===== config.mk =====
export PLATFORM = sky130hd
export DESIGN_NAME = mc_ctrl_fsm_flat
export DESIGN_NICKNAME = d
export VERILOG_FILES = /design/src/rtl/mc_ctrl_pkg.sv /design/src/rtl/mc_ctrl_if.sv /design/src/rtl/mc_ctrl_fsm.sv /design/src/flat_wrapper.sv
export SDC_FILE = /design/constraint.sdc
export NUM_CORES = 1
export LEC_CHECK = 0
export ABC_CLOCK_PERIOD_IN_PS = 1200
export BUFFER_PORTS_ARGS = -buffer_cell sky130_fd_sc_hd__buf_4
export CAP_MARGIN = 0
export CORE_MARGIN = 4
export CORE_UTILIZATION = 35
export CTS_CLUSTER_DIAMETER = 30
export CTS_CLUSTER_SIZE = 25
export DETAILED_ROUTE_END_ITERATION = 8
export PLACE_DENSITY = 0.68
export SYNTH_ARGS = -nofsm -noshare
export SYNTH_HDL_FRONTEND = slang
export SYNTH_SLANG_ARGS = --single-unit
export TNS_END_PERCENT = 50

===== constraint.sdc =====
create_clock -name clk -period 1.2 [get_ports clk]
set_clock_uncertainty 0.15 [all_clocks]
set_input_delay 0.24 -clock clk [delete_from_list [all_inputs] [get_ports clk]]
set_output_delay 0.24 -clock clk [all_outputs]
set_load 0.03 [all_outputs]

===== src/rtl/mc_ctrl_pkg.sv =====
// mc_ctrl_pkg: shared types and encodings for the multicycle control unit.
//   state_t    - 3-bit controller state (IF..ERR)
//   op_t       - priority-resolved instruction class
//   ALUC_*     - ALU operation codes (zero-extended to ALUC_W at the port)
//   PC_*/A_*/B_* - PC_Sel / ALU_A_Sel / ALU_B_Sel mux encodings
//   decode_op  - collapses the one-hot opcode flags into op_t using the
//                fixed instruction priority
package mc_ctrl_pkg;

    typedef enum logic [2:0] {
        S_IF  = 3'd0,
        S_ID  = 3'd1,
        S_EX  = 3'd2,
        S_MEM = 3'd3,
        S_WB  = 3'd4,
        S_BR  = 3'd5,
        S_ERR = 3'd6
    } state_t;

    typedef enum logic [3:0] {
        OP_NONE, OP_LW, OP_SW, OP_BEQ, OP_BNE, OP_J,
        OP_ADDU, OP_SUBU, OP_ORI, OP_SLL
    } op_t;

    localparam logic [1:0] ALUC_ADD = 2'd0;
    localparam logic [1:0] ALUC_SUB = 2'd1;
    localparam logic [1:0] ALUC_OR  = 2'd2;
    localparam logic [1:0] ALUC_SLL = 2'd3;

    localparam logic [1:0] PC_ALU    = 2'b00;
    localparam logic [1:0] PC_ALUOUT = 2'b01;
    localparam logic [1:0] PC_JUMP   = 2'b10;

    localparam logic [1:0] A_PC    = 2'b00;
    localparam logic [1:0] A_RS    = 2'b01;
    localparam logic [1:0] A_SHAMT = 2'b10;

    localparam logic [1:0] B_RT      = 2'b00;
    localparam logic [1:0] B_FOUR    = 2'b01;
    localparam logic [1:0] B_IMM     = 2'b10;
    localparam logic [1:0] B_IMM_SL2 = 2'b11;

    // If the decoder ever raises more than one flag, the highest-priority
    // instruction wins and every later state decodes that same instruction.
    function automatic op_t decode_op(input logic lw, input logic sw,
                                      input logic beq, input logic bne,
                                      input logic j_i, input logic addu,
                                      input logic subu, input logic ori,
                                      input logic sll);
        op_t op;
        if (lw)        op = OP_LW;
        else if (sw)   op = OP_SW;
        else if (beq)  op = OP_BEQ;
        else if (bne)  op = OP_BNE;
        else if (j_i)  op = OP_J;
        else if (addu) op = OP_ADDU;
        else if (subu) op = OP_SUBU;
        else if (ori)  op = OP_ORI;
        else if (sll)  op = OP_SLL;
        else           op = OP_NONE;
        return op;
    endfunction

endpackage


===== src/rtl/mc_ctrl_if.sv =====
// mc_ctrl_if: bundle between the controller, the instruction decoder and
// the datapath/memories.
//   inputs to controller : zero, im_ready, dm_ready, one-hot opcode flags
//   outputs of controller: register write enables, mux selects, ALUC,
//                          memory strobes, retire, err, state_o
//   modport master = controller side, slave = decoder/datapath side.
interface mc_ctrl_if #(parameter int ALUC_W = 3);
    logic              zero, im_ready, dm_ready;
    logic              addu, subu, ori, sll, lw, sw, beq, bne, j_i;
    logic              PC_W, IR_W, RF_W, ALUOut_W;
    logic [1:0]        PC_Sel, ALU_A_Sel, ALU_B_Sel;
    logic [ALUC_W-1:0] ALUC;
    logic              MemtoReg, sign_ext, IM_R, DM_R, DM_W, DM_CS;
    logic              retire, err;
    logic [2:0]        state_o;

    modport master (
        input  zero, im_ready, dm_ready,
               addu, subu, ori, sll, lw, sw, beq, bne, j_i,
        output PC_W, IR_W, RF_W, ALUOut_W, PC_Sel, ALU_A_Sel, ALU_B_Sel,
               ALUC, MemtoReg, sign_ext, IM_R, DM_R, DM_W, DM_CS,
               retire, err, state_o
    );

    modport slave (
        output zero, im_ready, dm_ready,
               addu, subu, ori, sll, lw, sw, beq, bne, j_i,
        input  PC_W, IR_W, RF_W, ALUOut_W, PC_Sel, ALU_A_Sel, ALU_B_Sel,
               ALUC, MemtoReg, sign_ext, IM_R, DM_R, DM_W, DM_CS,
               retire, err, state_o
    );
endinterface


===== src/rtl/mc_ctrl_fsm.sv =====
// mc_ctrl_fsm: multicycle CPU controller (IF/ID/EX/MEM/WB/BR/ERR).
//   clk    - rising-edge clock
//   reset  - synchronous, active-high; parks the FSM in IF
//   bus    - mc_ctrl_if.master: decoder flags and memory readies in,
//            datapath enables/selects, retire pulse, err, state_o out
// Parameters: ALUC_W (ALU control width), MAX_WAIT (wait-cycle limit).
// Build option: define MC_CTRL_TIMEOUT_EN to add the per-access wait
// counter that traps to ERR after MAX_WAIT consecutive not-ready cycles.
module mc_ctrl_fsm
    import mc_ctrl_pkg::*;
#(
    parameter int ALUC_W   = 3,
    parameter int MAX_WAIT = 16
) (
    input  logic      clk,
    input  logic      reset,
    mc_ctrl_if.master bus
);

    state_t     state_q, state_d;
    op_t        op;
    logic       pc_w, ir_w, rf_w, aluout_w;
    logic [1:0] pc_sel, a_sel, b_sel, aluc;
    logic       memtoreg, sign_ext, im_r, dm_r, dm_w, dm_cs, retire;

    assign op = decode_op(bus.lw, bus.sw, bus.beq, bus.bne, bus.j_i,
                          bus.addu, bus.subu, bus.ori, bus.sll);

`ifdef MC_CTRL_TIMEOUT_EN
    localparam int CNT_W = $clog2(MAX_WAIT + 1);

    logic [CNT_W-1:0] wait_q, wait_d;
    logic             waiting;

    assign waiting = (state_q == S_IF  && !bus.im_ready) ||
                     (state_q == S_MEM && !bus.dm_ready);

    // Counts only consecutive stalls of one access: any transition wipes it.
    always_comb begin
        wait_d = wait_q;
        if (state_d != state_q) wait_d = '0;
        else if (waiting)       wait_d = wait_q + 1'b1;
    end

    always_ff @(posedge clk) begin
        if (reset) wait_q <= '0;
        else       wait_q <= wait_d;
    end

    assign bus.err = (state_q == S_ERR);
`else
    localparam int unused_max_wait = MAX_WAIT;
    assign bus.err = 1'b0;
`endif

    always_ff @(posedge clk) begin
        if (reset) state_q <= S_IF;
        else       state_q <= state_d;
    end

    always_comb begin
        state_d  = state_q;
        pc_w     = 1'b0;
        ir_w     = 1'b0;
        rf_w     = 1'b0;
        aluout_w = 1'b0;
        pc_sel   = PC_ALU;
        a_sel    = A_PC;
        b_sel    = B_RT;
        aluc     = ALUC_ADD;
        memtoreg = 1'b0;
        sign_ext = 1'b0;
        im_r     = 1'b0;
        dm_r     = 1'b0;
        dm_w     = 1'b0;
        dm_cs    = 1'b0;
        retire   = 1'b0;

        unique case (state_q)
            S_IF: begin
                // PC+4 is computed every IF cycle; it only lands with the IR.
                im_r  = 1'b1;
                b_sel = B_FOUR;
                if (bus.im_ready) begin
                    ir_w    = 1'b1;
                    pc_w    = 1'b1;
                    state_d = S_ID;
                end
            end
            S_ID: begin
                // Branch target PC+(imm<<2) is parked in ALUOut for BR.
                b_sel    = B_IMM_SL2;
                sign_ext = 1'b1;
                aluout_w = 1'b1;
                unique case (op)
                    OP_J: begin
                        pc_w    = 1'b1;
                        pc_sel  = PC_JUMP;
                        retire  = 1'b1;
                        state_d = S_IF;
                    end
                    OP_BEQ, OP_BNE: state_d = S_BR;
                    OP_NONE:        state_d = S_IF;
                    default:        state_d = S_EX;
                endcase
            end
            S_EX: begin
                aluout_w = 1'b1;
                a_sel    = (op == OP_SLL) ? A_SHAMT : A_RS;
                unique case (op)
                    OP_SUBU: aluc = ALUC_SUB;
                    OP_ORI: begin
                        b_sel = B_IMM;
                        aluc  = ALUC_OR;
                    end
                    OP_SLL: aluc = ALUC_SLL;
                    OP_LW, OP_SW: begin
                        b_sel    = B_IMM;
                        sign_ext = 1'b1;
                    end
                    default: ;
                endcase
                state_d = (op == OP_LW || op == OP_SW) ? S_MEM : S_WB;
            end
            S_MEM: begin
                dm_cs = 1'b1;
                dm_r  = (op == OP_LW);
                dm_w  = (op == OP_SW);
                if (bus.dm_ready) begin
                    if (op == OP_LW) begin
                        state_d = S_WB;
                    end else begin
                        retire  = 1'b1;
                        state_d = S_IF;
                    end
                end
            end
            S_WB: begin
                rf_w     = 1'b1;
                memtoreg = (op == OP_LW);
                retire   = 1'b1;
                state_d  = S_IF;
            end
            S_BR: begin
                a_sel   = A_RS;
                aluc    = ALUC_SUB;
                pc_sel  = PC_ALUOUT;
                pc_w    = (op == OP_BEQ) ? bus.zero : !bus.zero;
                retire  = 1'b1;
                state_d = S_IF;
            end
            S_ERR:   state_d = S_ERR;
            default: state_d = S_IF;
        endcase

`ifdef MC_CTRL_TIMEOUT_EN
        if (waiting && wait_q == CNT_W'(MAX_WAIT - 1)) state_d = S_ERR;
`endif

        // Nothing architectural may be written while reset is held.
        if (reset) begin
            pc_w     = 1'b0;
            ir_w     = 1'b0;
            rf_w     = 1'b0;
            aluout_w = 1'b0;
            dm_w     = 1'b0;
            retire   = 1'b0;
        end
    end

    assign bus.PC_W      = pc_w;
    assign bus.IR_W      = ir_w;
    assign bus.RF_W      = rf_w;
    assign bus.ALUOut_W  = aluout_w;
    assign bus.PC_Sel    = pc_sel;
    assign bus.ALU_A_Sel = a_sel;
    assign bus.ALU_B_Sel = b_sel;
    assign bus.ALUC      = ALUC_W'(aluc);
    assign bus.MemtoReg  = memtoreg;
    assign bus.sign_ext  = sign_ext;
    assign bus.IM_R      = im_r;
    assign bus.DM_R      = dm_r;
    assign bus.DM_W      = dm_w;
    assign bus.DM_CS     = dm_cs;
    assign bus.retire    = retire;
    assign bus.state_o   = state_q;

endmodule


===== src/flat_wrapper.sv =====
// flat-port wrapper written by rule: the top's interface ports become plain ports
module mc_ctrl_fsm_flat import mc_ctrl_pkg::*;
#(
    parameter int ALUC_W   = 3,
    parameter int MAX_WAIT = 16
)
  (clk, reset, bus_zero, bus_im_ready, bus_dm_ready, bus_addu, bus_subu, bus_ori, bus_sll, bus_lw, bus_sw, bus_beq, bus_bne, bus_j_i, bus_PC_W, bus_IR_W, bus_RF_W, bus_ALUOut_W, bus_PC_Sel, bus_ALU_A_Sel, bus_ALU_B_Sel, bus_ALUC, bus_MemtoReg, bus_sign_ext, bus_IM_R, bus_DM_R, bus_DM_W, bus_DM_CS, bus_retire, bus_err, bus_state_o);
  mc_ctrl_if #(.ALUC_W(ALUC_W)) bus_i ();
  input  logic clk;
  input  logic reset;
  input wire logic [$bits(bus_i.zero)-1:0] bus_zero;
  input wire logic [$bits(bus_i.im_ready)-1:0] bus_im_ready;
  input wire logic [$bits(bus_i.dm_ready)-1:0] bus_dm_ready;
  input wire logic [$bits(bus_i.addu)-1:0] bus_addu;
  input wire logic [$bits(bus_i.subu)-1:0] bus_subu;
  input wire logic [$bits(bus_i.ori)-1:0] bus_ori;
  input wire logic [$bits(bus_i.sll)-1:0] bus_sll;
  input wire logic [$bits(bus_i.lw)-1:0] bus_lw;
  input wire logic [$bits(bus_i.sw)-1:0] bus_sw;
  input wire logic [$bits(bus_i.beq)-1:0] bus_beq;
  input wire logic [$bits(bus_i.bne)-1:0] bus_bne;
  input wire logic [$bits(bus_i.j_i)-1:0] bus_j_i;
  output wire logic [$bits(bus_i.PC_W)-1:0] bus_PC_W;
  output wire logic [$bits(bus_i.IR_W)-1:0] bus_IR_W;
  output wire logic [$bits(bus_i.RF_W)-1:0] bus_RF_W;
  output wire logic [$bits(bus_i.ALUOut_W)-1:0] bus_ALUOut_W;
  output wire logic [$bits(bus_i.PC_Sel)-1:0] bus_PC_Sel;
  output wire logic [$bits(bus_i.ALU_A_Sel)-1:0] bus_ALU_A_Sel;
  output wire logic [$bits(bus_i.ALU_B_Sel)-1:0] bus_ALU_B_Sel;
  output wire logic [$bits(bus_i.ALUC)-1:0] bus_ALUC;
  output wire logic [$bits(bus_i.MemtoReg)-1:0] bus_MemtoReg;
  output wire logic [$bits(bus_i.sign_ext)-1:0] bus_sign_ext;
  output wire logic [$bits(bus_i.IM_R)-1:0] bus_IM_R;
  output wire logic [$bits(bus_i.DM_R)-1:0] bus_DM_R;
  output wire logic [$bits(bus_i.DM_W)-1:0] bus_DM_W;
  output wire logic [$bits(bus_i.DM_CS)-1:0] bus_DM_CS;
  output wire logic [$bits(bus_i.retire)-1:0] bus_retire;
  output wire logic [$bits(bus_i.err)-1:0] bus_err;
  output wire logic [$bits(bus_i.state_o)-1:0] bus_state_o;
  assign bus_i.zero = bus_zero;
  assign bus_i.im_ready = bus_im_ready;
  assign bus_i.dm_ready = bus_dm_ready;
  assign bus_i.addu = bus_addu;
  assign bus_i.subu = bus_subu;
  assign bus_i.ori = bus_ori;
  assign bus_i.sll = bus_sll;
  assign bus_i.lw = bus_lw;
  assign bus_i.sw = bus_sw;
  assign bus_i.beq = bus_beq;
  assign bus_i.bne = bus_bne;
  assign bus_i.j_i = bus_j_i;
  assign bus_PC_W = bus_i.PC_W;
  assign bus_IR_W = bus_i.IR_W;
  assign bus_RF_W = bus_i.RF_W;
  assign bus_ALUOut_W = bus_i.ALUOut_W;
  assign bus_PC_Sel = bus_i.PC_Sel;
  assign bus_ALU_A_Sel = bus_i.ALU_A_Sel;
  assign bus_ALU_B_Sel = bus_i.ALU_B_Sel;
  assign bus_ALUC = bus_i.ALUC;
  assign bus_MemtoReg = bus_i.MemtoReg;
  assign bus_sign_ext = bus_i.sign_ext;
  assign bus_IM_R = bus_i.IM_R;
  assign bus_DM_R = bus_i.DM_R;
  assign bus_DM_W = bus_i.DM_W;
  assign bus_DM_CS = bus_i.DM_CS;
  assign bus_retire = bus_i.retire;
  assign bus_err = bus_i.err;
  assign bus_state_o = bus_i.state_o;
  mc_ctrl_fsm #(.ALUC_W(ALUC_W), .MAX_WAIT(MAX_WAIT)) u_core (.clk(clk), .reset(reset), .bus(bus_i));
endmodule

==> flow_results.org, run 1 <==
** Status
- The flow did not finish.
- Progress stopped at 5_1_grt.
- The tool reported: "[ERROR DPL-0033] detailed placement checks failed during check placement".

** Clock network
- CTS built an H-tree with a depth of 1.
- Clock Tree Root :: sky130_fd_sc_hd__clkbuf_4
- TritonCTS sink count :: 3
- Counting along the longest clock path gives a buffer depth of 2.
- Number of buffers created by CTS :: 3
- CTS Hold Bufs :: 0

** Logic synthesis
- Number of enable-type register cells in the synthesized netlist :: 0
- Fraction of synthesis flops using an asynchronous set or reset pin :: 0%
- Register area share after synthesis :: 10.62%
- Synthesized area divided by synthesized cell count :: 7.069 um^2
- The Yosys step of the flow raised 0 warnings.
- Number of unique standard cell types used by synthesis :: 43
- Counting flops and latches in the post-synthesis netlist gives 3.
- The biggest area contributor in the post-synthesis netlist is sky130_fd_sc_hd__dfxtp_1.
- Commonest register cell after synthesis :: sky130_fd_sc_hd__dfxtp_1
- Yosys attributes the largest share of cell area to sky130_fd_sc_hd__dfxtp_1 11%, sky130_fd_sc_hd__nor2_1 8.0%, sky130_fd_sc_hd__o32ai_1 6.2%.
- Synth top area share :: 10.62%
- Post-synthesis cell count :: 80
- Area of the mapped netlist :: 565.5 um^2

** Floorplanning
- Once the floorplan was initialized, standard cells occupied 37.11% of the core.
- The floorplan has 14 rows.
- In this run the vertical extent of the chip is 48.20 um.
- Num ports :: 38
- Width of the die :: 48.20 um

** GRT
- Antenna violations before repair :: 0
- Entering global routing, the biggest net connects 9 pins.

** STA
- Crit. endpoint post-GRT repair :: bus_ALU_B_Sel[1]
- After the last repair the worst path ends at a top-level output.

** Placed design
- Routability Congestion :: 0.7919
- During placement, the flow inserted port buffers numbering 35.
- Placed cells :: 156
- Post-DP HPWL :: 1855 um
per-stage QoR:
| step | cell area (um^2) | setup slack [ns] | TNS [ns] |
|---|---|---|---|
| CTS | 1424 | -0.5784 | -10.10 |
| detailed placement | 1205 | -0.4911 | -6.359 |
| global placement | 1205 | -0.4726 | -6.210 |
| floorplan | 753.2 | -0.4509 | -5.661 |
timing repair:
| item | CTS |
|---|---|
| setup buffers | 5 |
| pin swaps | 9 |
| gates resized for setup | 40 |
| setup endpoints to repair | 25 |
cells in the mapped netlist, drive strengths merged (2+ instances only):
cell type,count
and3,2
dfxtp,3
nor4b,2
a21oi,3
nor3,4
o32ai,4
nand2b,2
buf,5
a31oi,2
nor2b,4
o21ai,3
or2,2
nand3b,2
nor2,12
nand3,3
clkbuf,2
inv,4
nor3b,2
kinds of logic after synthesis:
kind of cell | Yosys count | synth area share, %
other cells | 1 | 0.6631
xor+xnor | 1 | 1.549
flops | 3 | 10.62
compound gates | 21 | 27.65
simple gates | 43 | 49.11
buf+inv | 11 | 10.40
==> inputs of run 2 (changes only) <==
- ABC_CLOCK_PERIOD_IN_PS: 1200 -> 1560
- CORE_AREA: not set -> 4 4 65 67
- CORE_MARGIN: 4 -> not set
- CORE_UTILIZATION: 35 -> not set
- CTS_CLUSTER_DIAMETER: 30 -> not set
- CTS_CLUSTER_SIZE: 25 -> not set
- DIE_AREA: not set -> 0 0 69 71
- PLACE_DENSITY: 0.68 -> not set
- PLACE_DENSITY_LB_ADDON: not set -> 0.15
- clock period: 1.2 -> 1.56 ns (I/O delays scaled with it)
==> flow_results.org, run 2 <==
** Worst setup path
- Measured in cells, the most critical reg-to-reg path has a length of 5.
- Following the worst setup path forward leads to its endpoint at bus_PC_W.
- CP Launch Point :: u_core.bus.state_o[1]
- The endpoint identified for the worst register-to-register timing path is u_core.bus.state_o[2].
- Data arrives at the worst endpoint at 1.39 ns.
- Sort of element at the end of the critical path :: output pin
- CP Data Required Time :: 1.10 ns
- STA classifies the critical path startpoint as a register.
- The critical path in this run is classified as reg -> out.
- In this run the worst path has a maximum fanout of 7.
- The setup check on the worst reg-to-reg path leaves a slack of 0.10 ns.
- The worst register-to-register path begins at u_core.bus.state_o[2].

** Power and ir drop
- Fraction of power consumed by sequential logic :: 10.6%
- Cell internal power was estimated by the tool at 0.6412 mW.
- In this run switching power makes up 39.67% of total power.
- For this design the ratio of total power to cell area is 686.7 nW/um^2.
- The worst-case IR drop observed on VDD is 0.0006751 V.
- In this run the static leakage power is 0.6639 nW.
- Of the total power, combinational logic draws 68.0%.
- The share of total power dissipated in the clock network is 21.3%.
- Sw power :: 0.4216 mW

** GRT
- Antenna violations before repair :: 0
- GR Util All Layers :: 10.53%
- First-pass GRT wire length :: 4250 um
- Maximum number of pins on one net before global-route repair :: 10
- The number of global-route vias before repair was 886.
- Summed over all layers, the global routing overflow is 0.

** Clock network
- H-tree depth :: 1
- TritonCTS built the clock tree.
- Clock Latency Late Sink :: 0.22 ns
- CTS Hold Bufs :: 0
- Number of buffers on the longest clock path :: 2
- CTS placed an instance of sky130_fd_sc_hd__clkbuf_8 at the clock tree root.
- After clock tree synthesis, the clock-pin slew on the worst setup and hold paths is 0.03 ns.
- Clock tree synthesis inserted a total of 3 buffers.
- For this design, the sink count on the clock tree is 3.

** Finish
- The register with the most flip-flops in the layout has 3 of them.
- The finished layout holds 203 standard cells, fillers aside.
- From synthesis to final layout, the design area changed by 173.7%.
- The number of antenna diodes in the final layout is 0.
- Fillers :: 387
- Ratio of cells with drive above 1 in the final layout :: 72.90%
- Leaving out fill and tap cells, the most frequent cell in the layout is sky130_fd_sc_hd__buf_4.
- For this run, the post-layout net count is 170.
- With fillers left out, the area of the finished cells amounts to 1548 um^2.
- Leading cell types in the layout, fill and taps excluded :: 48 x sky130_fd_sc_hd__buf_4, 28 x sky130_fd_sc_hd__buf_6, 7 x sky130_fd_sc_hd__nor2_1

** Drt
- Via total after detailed routing :: 892
- Using the TritonRoute via totals, the vias-per-cell ratio works out to 4.394.
- The first TritonRoute pass finished after 4 iterations.
- The final layout contains routed wiring with a total length of 2621 um.
- Final routed DRC violation total :: 0
- In this run, the number of DRC markers left after iteration 0 of detailed routing was 15.
- Dividing the detail-routed wire length by the instance count gives 12.91 um.
- The count of nets left with antenna violations once routing finished came out at 0.

** Logic synthesis
- Sequential elements use 10.62% of the synthesized area.
- Of all cell types, the one taking the most synthesized area is sky130_fd_sc_hd__dfxtp_1.
- Sorting the synthesized cells by area gives the leading types as sky130_fd_sc_hd__dfxtp_1 11%, sky130_fd_sc_hd__nor2_1 8.0%, sky130_fd_sc_hd__o32ai_1 6.2%.
- Number of unique standard cell types used by synthesis :: 43
- Synthesized area divided by synthesized cell count :: 7.069 um^2
- After synthesis the netlist holds a flip-flop and latch count of 3.
- Post-synthesis cell count :: 80
- Yosys printed 0 warnings.
- Fraction of synthesis flops using an asynchronous set or reset pin :: 0%
- Commonest register cell after synthesis :: sky130_fd_sc_hd__dfxtp_1
- By instance count, the leading cell after synthesis is sky130_fd_sc_hd__nor2_1.
- Area of the mapped netlist :: 565.5 um^2
- The top cell type by area accounts for 10.62% of the synthesized area.
- Number of enable-type register cells in the synthesized netlist :: 0
- Sorting the synthesized cells by how often they occur yields 12 x sky130_fd_sc_hd__nor2_1, 4 x sky130_fd_sc_hd__inv_1, 4 x sky130_fd_sc_hd__nor2b_1, 4 x sky130_fd_sc_hd__o32ai_1.

** Status
- Status :: complete, but fails checks
- Failing checks :: setup timing

** Placed design
- Routability-driven placement finished with a final weighted congestion of 0.8089.
- Minimum setup slack after placement :: -0.2912 ns
- Number of buffers inserted by port buffering :: 35
- After detailed placement, the total cell area comes to 1271 um^2.
- The number of placed instances, taps included, is 190.
- The wire-length estimate of the detail-placed layout is 2100 um.

** STA
- Maximum clock rate :: 539.4 MHz
- Final hold slack :: 0.2146 ns
- Period Utilization, post-route :: 118.8%
- Setup violations remaining at the end of the flow were counted as 19.
- Final-report hold violation count :: 0
- Unrepaired setup endpoints after global routing :: true
- Number of slew-limit violations in the final report :: 0
- For the finished layout, the period the worst path requires is 1.854 ns.
- Once routing completed, OpenROAD measured the worst setup slack at -0.2938 ns.

** Run
- The tool flagged a number of max-cap violations equal to 0.

** Floorplanning
- Die area :: 4899 um^2
- From left edge to right edge, the die measures 69 um.
- Core Region :: 3633 um^2
- Starting density of the core :: 15.56%
- The die is 71 um tall.
- Num ports :: 38
- Cell row count :: 22

** Worst hold path
- Path category of the worst min-delay check :: in -> reg
-- run 2: cell counts after synthesis --
Identical to the previous run, type by type.
-- run 2: worst min path at each step --
stage / from / endpoint / cells after the start
CTS: bus_dm_ready / u_core.bus.state_o[1] / 2
global placement: bus_dm_ready / u_core.bus.state_o[1] / 2
detailed placement: bus_dm_ready / u_core.bus.state_o[1] / 2
floorplan: bus_dm_ready / u_core.bus.state_o[1] / 1
global route: bus_dm_ready / u_core.bus.state_o[1] / 2
finish: bus_dm_ready / u_core.bus.state_o[1] / 2
-- run 2: cell type report --
cell class / count / area (um^2) / area share, %
multi-input cells: 67 / 660.6 / 42.68
well taps: 48 / 60.06 / 3.880
clock buffers: 4 / 45.04 / 2.910
inverters: 4 / 15.01 / 0.9701
flip-flops and latches: 3 / 71.32 / 4.608
repair buffers: 77 / 695.7 / 44.95
-- run 2: per-stage QoR --
| stage | util [%] | TNS, ns | total power [mW] |
|---|---|---|---|
| 2_1_floorplan | - | -1.041 | 0.4601 |
| 3_3_place_gp | 34.99 | -1.768 | 0.7186 |
| 3_5_place_dp | 34.99 | -1.943 | 0.7214 |
| 4_1_cts | 39.08 | -4.111 | 1.014 |
| 5_1_grt | 42.60 | -4.734 | 1.130 |
| 6_report | 42.60 | -3.721 | 1.063 |
-- run 2: layer usage --
metal,up-vias,GRT usage (%),part of all wire (%)
li1,448,-,-
met2,30,16.74,47
met5,-,0,0
met3,3,3.693,5.9
met1,411,14.09,47
met4,0,1.302,0.27
-- run 2: critical path, cell delays in order (launching register included) --
cell                       delay [ns]
sky130_fd_sc_hd__dfxtp_4         0.36
sky130_fd_sc_hd__buf_12          0.13
sky130_fd_sc_hd__nand3b_1        0.25
sky130_fd_sc_hd__o32ai_4         0.27
sky130_fd_sc_hd__buf_6           0.17
-- run 2: timing repair --
| action | CTS | global route |
|---|---|---|
| buffers inserted | 2 | 7 |
| pin swaps | 3 | 11 |
| gates resized for setup | 23 | 21 |
| endpoints found under the setup margin | 19 | 19 |
-- run 2: cells by family after synthesis --
logic type	count (synthesis)	synth area share, %
compound gates	21	27.65
xor+xnor	1	1.549
buf+inv	11	10.40
flops	3	10.62
other cells	1	0.6631
simple gates	43	49.11
-- run 2: power by group through the flow --
stage	logic [mW]	clock network [mW]	registers, mW
floorplan	0.334	0	0.126
global placement	0.601	0	0.117
detailed placement	0.605	0	0.117
CTS	0.664	0.236	0.114
global route	0.766	0.248	0.116
finish	0.723	0.227	0.113
Note: power is estimated with default switching activity, not from simulation.
